## src/rtl/conv_mac_acc_if.sv

```systemverilog
// Bus bundle for one conv_mac_acc lane: operands and control in, accumulator and overflow flag out.
interface conv_mac_acc_if #(
  parameter int WIDTH = 16
);
  logic                 clr;
  logic                 layer_en;
  logic [WIDTH-1:0]     pix;
  logic [WIDTH-1:0]     ker;
  logic [2*WIDTH-1:0]   mul_out;
  logic                 ovf;

  modport master (
    output clr, layer_en, pix, ker,
    input  mul_out, ovf
  );

  modport slave (
    input  clr, layer_en, pix, ker,
    output mul_out, ovf
  );
endinterface

```

## src/rtl/conv_mac_acc.sv

```systemverilog
// Signed multiply-accumulate lane with sticky per-window overflow flag and synchronous window clear.
// Optional MAC_SAT_EN: clamp the accumulator on overflow instead of wrapping.
module conv_mac_acc #(
  parameter int WIDTH = 16
) (
  input  logic            clk,
  input  logic            rst,
  conv_mac_acc_if.slave   bus
);

  localparam int AW = 2 * WIDTH;

  logic [AW-1:0] r_acc;
  logic          r_ovf;

  logic [AW-1:0] w_pix_ext;
  logic [AW-1:0] w_ker_ext;
  logic [AW-1:0] w_prod;
  logic [AW:0]   w_sum;
  logic          w_ovf;
  logic [AW-1:0] w_acc_nxt;

  // Product and one-bit-wider sum; overflow is a disagreement between the true and truncated sign.
  always_comb begin
    w_pix_ext = {{WIDTH{bus.pix[WIDTH-1]}}, bus.pix};
    w_ker_ext = {{WIDTH{bus.ker[WIDTH-1]}}, bus.ker};
    w_prod    = w_pix_ext * w_ker_ext;
    w_sum     = {r_acc[AW-1], r_acc} + {w_prod[AW-1], w_prod};
    w_ovf     = w_sum[AW] ^ w_sum[AW-1];
  end

  // Next accumulator value: clamp toward the true sign on overflow, or wrap.
  always_comb begin
    w_acc_nxt = w_sum[AW-1:0];
`ifdef MAC_SAT_EN
    if (w_ovf) begin
      if (w_sum[AW]) begin
        w_acc_nxt = {1'b1, {(AW-1){1'b0}}};
      end else begin
        w_acc_nxt = {1'b0, {(AW-1){1'b1}}};
      end
    end else begin
      w_acc_nxt = w_sum[AW-1:0];
    end
`else
    w_acc_nxt = w_sum[AW-1:0];
`endif
  end

  // Accumulator and sticky overflow; clr wins over layer_en and discards the current product.
  always_ff @(posedge clk or negedge rst) begin
    if (!rst) begin
      r_acc <= {AW{1'b0}};
      r_ovf <= 1'b0;
    end else if (bus.clr) begin
      r_acc <= {AW{1'b0}};
      r_ovf <= 1'b0;
    end else if (bus.layer_en) begin
      r_acc <= w_acc_nxt;
      r_ovf <= r_ovf | w_ovf;
    end else begin
      r_acc <= r_acc;
      r_ovf <= r_ovf;
    end
  end

  assign bus.mul_out = r_acc;
  assign bus.ovf     = r_ovf;

endmodule

```

## src/flat_wrapper.sv

```systemverilog
// flat-port wrapper written by rule: the top's interface ports become plain ports
module conv_mac_acc_flat 
#(
  parameter int WIDTH = 16
)
  (clk, rst, bus_clr, bus_layer_en, bus_pix, bus_ker, bus_mul_out, bus_ovf);
  conv_mac_acc_if #(.WIDTH(WIDTH)) bus_i ();
  input  logic clk;
  input  logic rst;
  input wire logic [$bits(bus_i.clr)-1:0] bus_clr;
  input wire logic [$bits(bus_i.layer_en)-1:0] bus_layer_en;
  input wire logic [$bits(bus_i.pix)-1:0] bus_pix;
  input wire logic [$bits(bus_i.ker)-1:0] bus_ker;
  output wire logic [$bits(bus_i.mul_out)-1:0] bus_mul_out;
  output wire logic [$bits(bus_i.ovf)-1:0] bus_ovf;
  assign bus_i.clr = bus_clr;
  assign bus_i.layer_en = bus_layer_en;
  assign bus_i.pix = bus_pix;
  assign bus_i.ker = bus_ker;
  assign bus_mul_out = bus_i.mul_out;
  assign bus_ovf = bus_i.ovf;
  conv_mac_acc #(.WIDTH(WIDTH)) u_core (.clk(clk), .rst(rst), .bus(bus_i));
endmodule
```

## config.mk

```make
export PLATFORM = sky130hd
export DESIGN_NAME = conv_mac_acc_flat
export DESIGN_NICKNAME = d
export VERILOG_FILES = /design/src/rtl/conv_mac_acc_if.sv /design/src/rtl/conv_mac_acc.sv /design/src/flat_wrapper.sv
export SDC_FILE = /design/constraint.sdc
export NUM_CORES = 1
export LEC_CHECK = 0
export ABC_AREA = 1
export BUFFER_PORTS_ARGS = -buffer_cell sky130_fd_sc_hd__clkbuf_2
export CAP_MARGIN = 15
export CORE_AREA = 3 3 166 168
export DETAILED_ROUTE_END_ITERATION = 6
export DIE_AREA = 0 0 169 171
export GPL_ROUTABILITY_DRIVEN = 0
export GPL_TIMING_DRIVEN = 0
export HOLD_SLACK_MARGIN = 0.03
export PLACE_DENSITY_LB_ADDON = 0.2
export REMOVE_ABC_BUFFERS = 1
export SETUP_SLACK_MARGIN = 0.1
export SYNTH_ARGS = -nofsm -noshare
export SYNTH_HDL_FRONTEND = slang
export SYNTH_SLANG_ARGS = --single-unit
```

## constraint.sdc

```tcl
create_clock -name clk -period 4.71 [get_ports clk]
set_input_delay 0.942 -clock clk [delete_from_list [all_inputs] [get_ports clk]]
set_output_delay 0.942 -clock clk [all_outputs]
set_load 0.005 [all_outputs]
```

* Yosys cells after proc, flatten, opt, wreduce, memory -nomap -nowiden
Index checks and enable logic that the tools add are counted.
** Storage, ports and cells
- Bits in registers :: 33
- Output and inout port bits :: 33
- Word-level logic and storage cells :: 11
** Operators by class
- Add/subtract/negate cells :: 1
- $mul :: 1
- Muxes and demuxes :: 4
- Bitwise logic cells :: 2
- Reduce and logical (&&, ||, !) cells :: 1
** Operators by type and width (number)
- $mux W32 :: 2
- $add A32 B32 Y33 :: 1
- $mul A16 B16 Y32 :: 1
- $mux W1 :: 2
- $reduce_bool A2 Y1 :: 1
- $or A1 B1 Y1 :: 1
- $xor A1 B1 Y1 :: 1

* Logic depth before layout (Yosys ltp)
Gate-level depths: netlist of run 1.
- Depth after elaboration :: 6
- Mapped depth :: 31
- Mapped depth without buffers :: 29

* Least setup slack after synthesis of run 1
OpenSTA, ideal clock, no wires.
- Path kind :: input to register
- From :: input bus_ker[3]
- To :: register u_core.r_ovf, in the netlist u_core.bus.ovf
- Library setup time :: 132 ps
- Data arrival time :: 6127 ps
- Data required time :: 4578 ps
- Setup slack :: -1549 ps
- Cell stages on the path :: 25
- Buffers on the path :: 2
- Path through :: clkbuf_1 -> clkbuf_1 -> nand2_1 -> inv_1 -> fa_1 -> inv_1 -> fa_1 -> inv_1 -> fa_1 -> fa_1 -> fa_1 -> inv_1 -> fa_1 -> inv_1 -> ha_1 -> nand2_2 -> inv_1 -> a21oi_2 -> nand2_1 -> a21oi_1 -> nand3_1 -> nand2_2 -> nand3_1 -> nand3_1 -> a21oi_2
** Between the ends
- Longest elaborated chain between the ends :: 6
** RTL lines
- start: declaration :: RTL line flat_wrapper.sv:13 : input wire logic [$bits(bus_i.ker)-1:0] bus_ker;
- $mul A16 B16 Y32 :: RTL line conv_mac_acc.sv:27 : w_prod = w_pix_ext * w_ker_ext;
- $add A32 B32 Y33 :: RTL line conv_mac_acc.sv:28 : w_sum = {r_acc[AW-1], r_acc} + {w_prod[AW-1], w_prod};
- $xor A1 B1 Y1 :: RTL line conv_mac_acc.sv:29 : w_ovf = w_sum[AW] ^ w_sum[AW-1];
- $or A1 B1 Y1 :: RTL line conv_mac_acc.sv:60 : r_ovf <= r_ovf | w_ovf;
- $mux W1 :: RTL line conv_mac_acc.sv:58 : end else if (bus.layer_en) begin
- $mux W1 :: RTL line conv_mac_acc.sv:55 : end else if (bus.clr) begin
- end signal: assignment :: RTL line conv_mac_acc.sv:60
- end signal: assignment :: RTL line conv_mac_acc.sv:63 : r_ovf <= r_ovf;
- end: declaration :: RTL line conv_mac_acc.sv:14 : logic r_ovf;
Every way passes these cells. The select of a mux whose other input is x is not followed.
A chain may end at the register's enable or synchronous reset.

* Worst setup path in the final report of run 1
- From :: input bus_pix[15]
- To :: register u_core.r_ovf, in the netlist u_core.bus.ovf
** Between the ends
- Longest elaborated chain between the ends :: 6
** RTL lines
- start: declaration :: RTL line flat_wrapper.sv:12 : input wire logic [$bits(bus_i.pix)-1:0] bus_pix;
- $mul A16 B16 Y32 :: RTL line conv_mac_acc.sv:27
- $add A32 B32 Y33 :: RTL line conv_mac_acc.sv:28
- $xor A1 B1 Y1 :: RTL line conv_mac_acc.sv:29
- $or A1 B1 Y1 :: RTL line conv_mac_acc.sv:60
- $mux W1 :: RTL line conv_mac_acc.sv:58
- $mux W1 :: RTL line conv_mac_acc.sv:55
Every way passes these cells. The select of a mux whose other input is x is not followed.

==> results of run 1 <==
==> layout make-up <==
class	instances	area (um2)	area share
Clock buffer	7	153	0.00977
Tap cell	335	419	0.0268
Clock inverter	1	5.00	0.000320
Sequential cell	33	826	0.0529
Timing Repair Buffer	132	1350	0.0867
Multi-Input combinational cell	1036	10900	0.697
Inverter	520	1970	0.126
==> sequential cells by signal (all words and copies together), names as in the netlist <==
signal and cells:
u_core.bus.ovf 1, u_core.bus.mul_out 32
==> synth_stat cells (all sizes together) <==
| cell | instances |
|---|---|
| inv | 520 |
| a21oi | 38 |
| nand2 | 435 |
| dfrtp | 33 |
| nor3 | 8 |
| a22o | 5 |
| or2 | 4 |
| nor3b | 2 |
| o21ai | 33 |
| ha | 101 |
| nand4 | 1 |
| a21o | 4 |
| o211ai | 2 |
| o21bai | 4 |
| clkbuf | 64 |
| o31ai | 5 |
| xor2 | 4 |
| nand3 | 25 |
| a211oi | 1 |
| xnor2 | 3 |
| fa | 299 |
| nor2 | 62 |
| buf | 2 |
==> cell families (layout without fill, tap and decap cells) <==
kind of cell             count (synthesis)  after routing  share of synthesized area
AO/OA/AOI/OAI                           92             92                     0.0416
XOR/XNOR                                 7              7                    0.00471
buffers and inverters                  586            660                      0.169
adder cells (fa/ha/maj)                400            400                      0.557
AND/OR/NAND/NOR                        537            537                      0.165
flip-flops                              33             33                     0.0634
==> routing by layer <==
metal | track usage | vias to the layer above | routed length [um]
met5 | 0 | - | 0
met1 | 0.330 | 5232 | 14400
met4 | 0.0526 | 0 | 728
met3 | 0.0344 | 47 | 1990
met2 | 0.405 | 278 | 16200
li1 | - | 4802 | -
==> worst min path at each step <==
stage,start,endpoint,slack [ns],depth (start not counted)
after floorplan,u_core.bus.mul_out[15],u_core.bus.mul_out[15],0.49,2
after global placement,u_core.bus.mul_out[29],u_core.bus.mul_out[29],0.53,2
after detailed placement,u_core.bus.mul_out[0],u_core.bus.mul_out[0],0.54,1
after CTS,u_core.bus.mul_out[1],u_core.bus.mul_out[1],0.55,1
after global routing,u_core.bus.ovf,u_core.bus.ovf,0.57,2
final,u_core.bus.mul_out[27],u_core.bus.mul_out[27],0.54,2
==> metrics by stage <==
| stage | cell area [um2] | hold slack [ns] | util | setup slack (ns) | cells |
|---|---|---|---|---|---|
| floorplan | 12800 | 0.494 | - | -1.32 | 1589 |
| detailed placement | 13600 | 0.536 | 0.520 | -2.48 | 1994 |
| finish | 15600 | 0.542 | 0.599 | -1.09 | 2064 |
| global route | 15600 | 0.572 | 0.599 | -1.33 | 2064 |
| CTS | 15100 | 0.550 | 0.580 | -1.10 | 2040 |
| global placement | 13500 | 0.525 | 0.519 | -2.43 | 1992 |
==> worst register-to-register path: cells and delay by family, from the launching register on <==
family / cells / cell delay [ns]
AND/OR/NAND/NOR: 5 / 0.48
buffers and inverters: 5 / 0.37
flip-flops: 1 / 0.42
adder cells (fa/ha/maj): 6 / 2.81
AO/OA/AOI/OAI: 3 / 0.51
==> what timing repair did <==
action / in CTS / in global routing
cloned: 3 / 2
endpoints found under the setup margin: 25 / 26
pin swaps: 57 / 64
gates resized for setup: 227 / 114
setup buffers: 35 / 22
==> results.md, run 1 <==
- The flow ran to the end, but the final reports show violations.
- The checks that failed: negative setup slack.
- The minimum setup slack in the final design is -1.09 ns.
- The filler cells instantiated in the layout total 2323.
- The last element of the critical path is u_core.bus.ovf.
- The proportion of layout cells with a drive suffix above 1 is 0.196.
- In the routed layout, each cell is associated on average with a via count of 5.02.
- After detailed routing, the number of remaining DRC violations is 0.
- The synthesized netlist occupies a cell area of 0.0130 mm2.
- Detailed placement ended at an HPWL of 26.1 mm.
- Counting distinct cell types in the post-synthesis netlist gives 33.
- fa_1 takes more of the synthesized area than any other cell.
- The clock latency on the worst-skew pair is between 0.2 and 0.3 ns.
- Each instance of the synthesized netlist takes up on average between 7 and 8 um2.
- Headroom to the max-slew limit came out at 0.395.
- The die is 169 um wide.
- The critical path's top delay family is adder cells.
- In this design, the stage delay of the slowest critical-path cell is ~0.63 ns.
- The via count of the first global-routing pass is 11000.
- Of the synthesized area, sequential elements account for 0.0634.
- The repair_antennas step left the layout with diodes totalling 0.
- The number of antenna violations at the first check in global routing is 0.
- The category of the critical setup timing path is in2reg.
- The CTS root buffer is clkbuf_16.
- The library cell used most frequently in the layout, excluding fill and tap cells, is inv_1.
- Counting buffers and inverters, the worst setup path is 25 cells deep.
- After clock tree synthesis, the clock-pin slew on the worst setup and hold paths is approximately 0.060 ns.
- The overall track demand over capacity in global routing is 0.239.
- Across the routed clock network, the largest skew measured is 0.00778 ns.
- In this run the critical register-to-register path is captured at u_core.bus.mul_out[26].
- Leaving out fill and tap cells, the most frequent cells in the layout are inv_1 (482), nand2_1 (379), fa_1 (291).
- The mean routed wirelength per cell is 16.2 um.
- Measured along the y axis, the die boundary spans 171 um.
- The clock sink count is 33.
- The endpoint kind of the worst setup timing path is a flop.
- The starting density of the core is 0.500.
- The portion of synthesized cell area occupied by the leading cell type is 0.460.
- The core area is 0.0261 mm2.
- The count of input and output buffers is slightly below 70.
- Clock tree synthesis inserted a total of 5 buffers.
- The total routed wirelength is 33.4 mm.
- The upper clock frequency limit is roughly 170 MHz.
- The die covers between 0.02 and 0.03 mm2.
- By area the synthesized netlist is led by fa_1 (46%), inv_1 (15%), nand2_1 (12%).
- The minimum clock period is between 5 and 6 ns.
- Before antenna repair, the detailed router went through 5 iterations.
- Setup violations remaining at the end of the flow were counted as 25.
- For this run, the number of Yosys warnings is 0.
- On the critical path, the stage with the largest delay is an instance of fa_2.
- The worst endpoint data arrival time is roughly 6 ns.
- The detail route stage leaves a number of antenna-violating nets equal to 0.
- The startpoint type of the worst setup path is a primary input.
- The worst register-to-register path begins at u_core.bus.mul_out[15].
- The detailed-route via count is 10400.
- The H-tree was split into 2 levels.
- The count of final max-slew check failures came to 0.
- The number of hold buffers added after cts is 0.
- TritonCTS built the clock tree.
- The number of instances in the synthesized netlist is 1655.
- The detailed router finished its first iteration with 527 violations.
- From synthesis to final layout, the design area changed by 19.9%.
- The pin slew with the least headroom to its limit is between 0.9 and 1 ns.
- The number of buffers and inverters on the critical path is 7.
- The share of the cycle needed by the critical path after routing is 1.23.
- In this run the worst setup path begins at bus_pix[15].
- Counting cells, the worst reg-to-reg path comes to 19.
- For this run the aggregate overflow at the end of global routing stands at 0.
- The worst min-delay path category is reg2reg.
- Row generation in the floorplan step produced 59 rows.
- Data on the critical path is required at its endpoint by approximately 5 ns.
- The final hold violation count was 0.
- The post-route setup TNS is -20.26 ns.
- During I/O placement, the number of pins put on the boundary was between 60 and 70.
- The total of flip-flops plus latches after synthesis is 33.
- In this run the deepest clock path goes through 2 buffers.
- The wire length of the first global-routing pass is 55.4 mm.
- Entering global routing, the biggest net connects 34 pins.
- Setup repair after global routing could not meet its margin everywhere.
- The slack of the worst reg-to-reg path is 0 ns.
- The layout net count is about 2200.
- The worst-path maximum fanout is 14.
- Max-cap violations in this run came to 0.
Power of run 1 is not shown: default switching activity piles up to over one toggle a cycle in this logic, so the estimate is an artifact.
==> run 2: changes to the inputs <==
--- a/config.mk
+++ b/config.mk
@@ -16,7 +16,7 @@
 export HOLD_SLACK_MARGIN = 0.03
 export PLACE_DENSITY_LB_ADDON = 0.2
 export REMOVE_ABC_BUFFERS = 1
-export SETUP_SLACK_MARGIN = 0.1
+export SETUP_SLACK_MARGIN = 0.15
 export SYNTH_ARGS = -nofsm -noshare
 export SYNTH_HDL_FRONTEND = slang
 export SYNTH_SLANG_ARGS = --single-unit
==> results.md, run 2 (synthesis results as in run 1) <==
- The I/O pin count is 69.
- The highest cell delay on the worst timing path is roughly 0.63 ns.
- The number of stages on the worst setup path is 25.
- The number of instances on the worst hold path is 2.
- Along the worst path, the maximum fanout reaches 14.
- The clock tree synthesis step divided the H-tree into 2 levels.
- Clock tree synthesis found a total of 33 sinks.
- The required time of the critical path is 4.93 ns.
- For this block, the routed nets add up to between 30 and 40 mm of wire.
- The minimum setup slack in the final design is -1.09 ns.
- The die is between 150 and 200 um wide.
- The via count of the first global-routing pass is around 11000.
- The most frequent standard cell in the layout excluding fill and tap cells is inv_1.
- The starting density of the core is 0.500.
- The number of antenna violations at the first check in global routing is 0.
- In the layout the commonest cells are inv_1 (481), nand2_1 (378), fa_1 (291).
- The buffer depth of the longest clock path is 2.
- The number of buffers and inverters on the critical path is 7.
- For the finished layout, the period the worst path requires is roughly 5.8 ns.
- Measured along the y axis, the die boundary spans about 170 um.
- The number of cell instances on the worst register-to-register path is 19.
- The maximum number of pins on one net before global-route repair is 34.
- Detailed routing inserted a total of slightly above 10000 vias.
- The upper clock frequency limit is 172 MHz.
- In the final routed layout, each cell accounts on average for between 15 and 20 um.
- At the pin with the least slew margin, the transition time is about 0.9 ns.
- The final HPWL from detailed placement is around 26 mm.
- The critical path starts at bus_pix[15].
- The startpoint type of the worst setup path is a primary input.
- The post-route setup TNS is -20.53 ns.
- At the worst endpoint, the arrival time is ~6 ns.
- In this run the remaining antenna-violating nets after routing total 0.
- The worst setup path is captured at a flop.
- The core region is ~0.026 mm2.
- The worst hold path begins at u_core.bus.mul_out[27].
- Setup repair after global routing could not meet its margin everywhere.
- The wire length of the first global-routing pass is around 55 mm.
- Before CTS, the worst setup slack after placement is -2.48 ns.
- Headroom to the max-slew limit came out at 0.397.
- The proportion of layout cells with a drive suffix above 1 is 0.198.
- The finished layout holds between 2000 and 2500 standard cells, fillers aside.
- The worst register-to-register path begins at u_core.bus.mul_out[15].
- Counting the buffers created by CTS gives 5.
- Relative to the synthesized area, the layout overhead comes to 20.1%.
- The clock latency on the worst-skew pair is ~0.29 ns.
- The final reports fail on negative setup slack.
- On the critical path, the stage with the largest delay is an instance of fa_2.
- The flow ran to the end, but the final reports show violations.
- The number of antenna diodes in the final layout is 0.
- The worst min-delay path category is reg2reg.
- The DRC violation count after routing is 0.
- The final-layout fill cell count is 2323.
- The DRC marker count from the first detailed-route iteration is between 500 and 600.
- The number of hold buffers added after cts is 0.
- For this run the aggregate overflow at the end of global routing stands at 0.
- In this run, placement finished with an instance count of approximately 2000.
- The number of max-cap violations is 0.
- The worst setup path is of the in2reg kind.
- The row count is 59.
- The share of the cycle needed by the critical path after routing is 1.23.
- The count of final max-slew check failures is 0.
- The clock tree skew after final layout is 0.00769 ns.
- The final layout contains approximately 2200 nets.
- The floorplan step defined a die boundary enclosing 0.0289 mm2.
- The overall track demand over capacity in global routing is 0.239.
- The register with the most flip-flops in the layout has 32 of them.
- The final hold violation count is 0.
- Using the TritonRoute via totals, the vias-per-cell ratio works out to around 5.
- After clock tree synthesis, the clock-pin slew on the worst setup and hold paths is roughly 0.060 ns.
- The first-pass iteration count of the detailed router is 4.
- The clock tree from TritonCTS is done.
- The count of buffers added on input and output ports is between 60 and 70.
- The CTS root buffer is clkbuf_16.
- In this design, the largest share of critical-path delay is due to adder cells.
- Setup violations remaining at the end of the flow were counted as 25.
run 2: cell count changes in the layout (fill, tap and decap cells not counted), sizes merged:
cell	change
buf	+1
clkbuf	-1
run 2: path summary, 6_finish.rpt:
| kind | slack, ns | endpoint |
|---|---|---|
| worst max register to register | 0 | u_core.bus.mul_out[29] |
| worst min register to register | 0.54 | u_core.bus.mul_out[27] |
| worst max-delay path | -1.09 | u_core.bus.ovf |
| min in group asynchronous | 0.78 | u_core.bus.mul_out[30] |
| worst min-delay path | 0.54 | u_core.bus.mul_out[27] |
| max in group asynchronous | 3.37 | u_core.bus.mul_out[7] |
run 2: per-stage QoR:
stage,hold WS (ns),util,cell area (um2)
finish,0.542,0.600,15600
CTS,0.550,0.580,15100
floorplan,0.494,-,12800
global route,0.572,0.600,15600
global placement,0.525,0.519,13500
detailed placement,0.536,0.520,13600
run 2: area by class of cell:
| type | count | area [um2] | share of cell area |
|---|---|---|---|
| multi-input combinational | 1036 | 10900 | 0.698 |
| inverter | 520 | 1970 | 0.126 |
| timing repair buffer | 132 | 1350 | 0.0866 |
| sequential | 33 | 826 | 0.0528 |
| tap | 335 | 419 | 0.0268 |
| clock buffer | 7 | 153 | 0.00976 |
| clock inverter | 1 | 5.00 | 0.000320 |
run 2: worst register-to-register path: stages (launching register included):
cell      delay [ns]
dfrtp_1         0.42
inv_1           0.09
fa_1            0.53
inv_1           0.05
fa_1            0.53
fa_1            0.45
fa_1            0.55
inv_1           0.05
fa_1            0.49
inv_2           0.05
ha_4            0.32
nand2_2         0.11
inv_1           0.12
nand2_1         0.07
nand2_1         0.10
a21oi_1         0.07
o211ai_1        0.29
a21oi_1         0.10
o21ai_1         0.13
nand2_1         0.08
run 2: what timing repair did:
item,CTS,global route
endpoints found under the setup margin,25,26
pin swaps,57,65
cloned,3,2
endpoints found under the hold margin,0,0
resized for setup,227,122
setup buffers,35,22
run 2: per-layer routing:
layer | routed length (um) | track usage | vias up | share of wire
met2 | 16300 | 0.405 | 239 | 0.49
met4 | 748 | 0.0526 | 0 | 0.022
met5 | 0 | 0 | - | 0
met1 | 14600 | 0.330 | 5179 | 0.44
li1 | - | - | 4806 | -
met3 | 1810 | 0.0344 | 48 | 0.054
Power of run 2 is left out for the same reason.
